==> config.mk <==
export PLATFORM = sky130hd
export DESIGN_NAME = shift_add_mul8
export DESIGN_NICKNAME = d
export VERILOG_FILES = /design/src/rtl/div_reconstruct_checker_pkg.sv /design/src/rtl/div_reconstruct_checker_shift_add_mul8.sv
export SDC_FILE = /design/constraint.sdc
export NUM_CORES = 1
export LEC_CHECK = 0
export ABC_AREA = 1
export CAP_MARGIN = 20
export CELL_PAD_IN_SITES_DETAIL_PLACEMENT = 0
export CELL_PAD_IN_SITES_GLOBAL_PLACEMENT = 1
export CORE_MARGIN = 4
export CORE_UTILIZATION = 36
export DETAILED_ROUTE_END_ITERATION = 10
export PLACE_DENSITY_LB_ADDON = 0.1
export SLEW_MARGIN = 10
export SYNTH_ARGS = -nofsm -noshare
export SYNTH_HDL_FRONTEND = slang
export SYNTH_SLANG_ARGS = --single-unit
==> constraint.sdc <==
create_clock -name clk -period 3 [get_ports clk]
set_clock_uncertainty 0.2 [all_clocks]
set_input_delay 0.6 -clock clk [delete_from_list [all_inputs] [get_ports clk]]
set_output_delay 0.6 -clock clk [all_outputs]
set_load 0.01 [all_outputs]
==> src/rtl/div_reconstruct_checker_pkg.sv <==
// Shared widths, saturation limits and FSM encoding for the divider reconstruction checker.
package div_recon_pkg;

    localparam int N_W    = 16;
    localparam int D_W    = 8;
    localparam int REC_W  = 17;
    localparam int ACC_W  = 32;
    localparam int CNT_W  = 16;
    localparam int STEP_W = 3;

    localparam logic [ACC_W-1:0] ACC_MAX = '1;
    localparam logic [CNT_W-1:0] CNT_MAX = '1;

    typedef enum logic [1:0] {
        IDLE = 2'd0,
        MUL  = 2'd1,
        ADD  = 2'd2,
        DONE = 2'd3
    } state_t;

endpackage

==> src/rtl/div_reconstruct_checker_shift_add_mul8.sv <==
// Eight-step LSB-first shift-add multiplier; product is exact once done has been seen.
module shift_add_mul8
    import div_recon_pkg::*;
(
    input  logic           clk,
    input  logic           rst,
    input  logic           start,
    input  logic [D_W-1:0] mcand,
    input  logic [D_W-1:0] mplier,
    output logic [N_W-1:0] product,
    output logic           done
);

    logic [STEP_W-1:0] step;
    logic              busy;

    always_ff @(posedge clk) begin
        if (rst) begin
            product <= '0;
            step    <= '0;
            busy    <= 1'b0;
        end else if (start) begin
            product <= '0;
            step    <= '0;
            busy    <= 1'b1;
        end else if (busy) begin
            if (mplier[step])
                product <= product + (N_W'(mcand) << step);
            step <= step + STEP_W'(1);
            if (step == STEP_W'(D_W - 1))
                busy <= 1'b0;
        end
    end

    // High during the final iteration so the controller leaves MUL on the same edge.
    assign done = busy && (step == STEP_W'(D_W - 1));

endmodule

==> results.md <==
- WHS: between 200 and 300 ps
- Max FO, Critical Path: 4
- Sequential area share after synthesis: ~20%
- DR DRC count: 0
- Critical-path cell list: clkdlybuf4s50_1, inv_1, nand2_1, o21ai_1, buf_4, nand2_1, o21ai_2, mux2i_1, ha_1, nand2_1, nand2_1, nand2_1, nand2_1, a21oi_2, nand2_1, nand2_1, nand3_1, nand2_1, inv_1
- Crit path capture type: register
- Number of global-route vias before repair: approximately 2100
- Crit-path max cell delay: 450 ps
- Crit-path leading delay family: buffers and inverters
- Hold-fix buffers, CTS: 0
- Synth Instances: approximately 350
- Clk buf depth: 2
- Port bufs: 35
- Post-Synth Adder-Cell Area: roughly 12%
- Grt total ovfl: 0
- Yosys warns: 0
- Yosys top cell by area: nand2_1
- Wire per inst: between 10 and 15 µm
- H-tree Lvls: 1
- Fraction of layout cells with a size suffix above 1: a little under an eighth
- Sw Ratio: between 30% and 40%
- Worst-skew pair later-pin latency: between 200 and 300 ps
- Die Width: between 80 and 90 µm
- Synth Cell Area: 2021 µm²
- Reg2Reg Depth: 14
- Gr usage total: ~17%
- Largest net degree at the start of global routing: 17
- Starting DRT DRC Count: 90
- Slew of the pin with the lowest slew margin: between 300 and 400 ps
- Root Buffer: clkbuf_8
- HP Start: product[0]$_SDFFE_PP0P_
- Area Growth Syn to Fin: 33.81%
- Worst path depth: 19
- CTS tree: done
- Number of CTS-inserted buffers: 3
- Core area: approximately 5500 µm²
- Clk slew on worst S/H paths: about 80 ps
- Fmax: between 300 and 400 MHz
- Sw power: around 0.25 mW
- P_leak: 1.421 nW
- Worst min path class: reg2reg
- ANT cells: 0
- Synthesized Nets: roughly 400
- Crit Path Class: in2reg
- Clock network power share: between 20 and 30%
- Pwr Density: between 200 and 300 nW/µm²
- Hold Fails Final Rpt: 0
- Area of the multi-input gates: between 1000 and 1500 µm²
- Final instance area: 2704 µm²
- Cell-internal power: approximately 0.51 mW
- Routed Antenna Nets: 0
- Worst path slowest cell: clkdlybuf4s50_1
- Max-cap violations: 0
- Startpoint Class: input port
- Dpl hpwl: 4717 µm
- Yosys top cell area share: 22.29%
- Top cells by area, synth: nand2_1, dfxtp_1, inv_1
- FF-to-FF Start: step[0]$_SDFFE_PP0P_
- Register area: ~400 µm²
- Library cells used by synthesis: 28
- Outcome: finished clean
- Total Nets Final: roughly 450
- Row count: 27
- Die H: 82.92 µm
- Setup violators final: 0
- Fin crit share: 94.02%
- CP Data Required Time: 2970 ps
- DRT Pass-1 Iters: 4
- Max-slew violations: 0
- Slew HR: 74.07%
- Hold path depth: 2
- Routed vias: about 2300
- Initial antenna violation count: 0
- Initial Utilization: between 30% and 40%
- Synth Register Bits: 20
- Die area: between 6000 and 7000 µm²
- Worst setup path startpoint: mcand[4]
- DR vias/cell: ~4.7
- Largest family of logic cells by synthesized area: simple AND/OR/NAND/NOR gates
- Synth Area per Inst: ~5.7 µm²
- Placed Area: 2597 µm²
- Routed wire length: 5831 µm
- Simple-Gate Fraction of Synth Area: roughly 39%
- First-pass GRT wire length: slightly below 10000 µm
- Gate power share: around 34%
- XOR/XNOR Fraction of Synth Area: under 10%
- Critical path arrival: 2790 ps
- Clock sinks: 20
- Synth Area in Compound Gates: 11.95%
- Final Critical Period: approximately 2800 ps
- Final Wtd Congestion: ~0.80
- Crit path top cell by count: nand2_1
- VDD IR-drop max: 0.1523 mV
- Setup TNS: 0 ps
- Buf/Inv on CP: 4
- Flop pwr share: 37.1%
- Mux cell area share after synthesis: 1.486%
- # fillers: ~610
- RSZ-0062 raised after global routing: false
- I/O Pins: 36
-- worst register-to-register path, delay by kind of cell, from the launching register on --
family | cells | cell delay (ps)
compound gates | 1 | 220
fa+ha+maj | 1 | 370
buf+inv | 2 | 260
flops | 1 | 370
mux | 1 | 250
simple gates | 9 | 880
-- sequential cells by signal (all words and copies together) (netlist names) --
signal	count
product	16
step	3
busy	1
-- per-stage QoR --
step	worst slack, ps	std cells	utilization, %	power [mW]
after floorplan	583.0	354	-	0.4274
after global placement	-169.0	477	47.46	0.5350
after detailed placement	-174.4	477	47.46	0.5362
after CTS	109.0	481	48.47	0.7606
after global routing	2.115	482	49.41	0.8126
final	179.5	482	49.41	0.7599
-- path summary, 6_finish.rpt --
path	slack, ps	to
max	180	product[14]$_SDFFE_PP0P_
min	290	product[0]$_SDFFE_PP0P_
max reg2reg	360	product[14]$_SDFFE_PP0P_
min reg2reg	290	product[0]$_SDFFE_PP0P_
-- power by group through the flow --
stage | Clock [mW] | Combinational [mW] | Sequential, mW
floorplan | 0 | 0.136 | 0.291
global placement | 0 | 0.247 | 0.288
detailed placement | 0 | 0.248 | 0.288
CTS | 0.229 | 0.249 | 0.282
global route | 0.238 | 0.291 | 0.284
finish | 0.219 | 0.259 | 0.282
-- logic make-up after synthesis --
family / after synthesis
buf+inv: 70
compound gates: 47
simple gates: 190
flops: 20
xor+xnor: 6
mux: 3
fa+ha+maj: 18
-- cell type report --
class                           instances  area share, %
Multi-Input combinational cell        264          51.09
Timing Repair Buffer                   61          20.27
Sequential cell                        20          14.81
Inverter                               61          8.468
Tap cell                               72          3.332
Clock buffer                            4          2.036
-- cell usage after synthesis, drive strengths merged --
library cell,n
nand3,22
o31ai,1
buf,5
inv,60
fa,1
clkinv,1
ha,17
nand2,122
and2,2
o21ai,22
a31oi,1
nor3,4
clkbuf,4
dfxtp,20
mux2i,3
o21bai,1
nand4,2
a21oi,22
or2,2
xnor2,1
nor2,36
xor2,5
-- routing by layer --
metal  GRT usage (%)  vias up  wire (µm)
met5               0        -          0
met4           3.418        0         53
met3           2.778        4        202
met2           29.37       29       2762
met1           22.73     1013       2813
li1                -     1207          -
-- timing repair --
action | 4_1_cts | 5_1_grt
gates resized for setup | 0 | 18
buffers inserted | 0 | 1
endpoints found under the setup margin | 0 | 10
-- cells in the final DEF (no fill, tap or decap), types with 3 or more instances in the layout --
cell type / Yosys / final
nand2_1: 120 / 117
inv_1: 59 / 59
nor2_1: 35 / 34
clkdlybuf4s50_1: 0 / 34
buf_4: 0 / 26
nand3_1: 20 / 20
a21oi_1: 22 / 20
dfxtp_1: 20 / 20
ha_1: 17 / 16
o21ai_0: 22 / 15
o21ai_1: 0 / 5
nand2_2: 2 / 5
xor2_1: 5 / 5
nor3_1: 4 / 4
clkbuf_8: 0 / 4
mux2i_1: 3 / 3
Power figures use the tool's default switching activity.
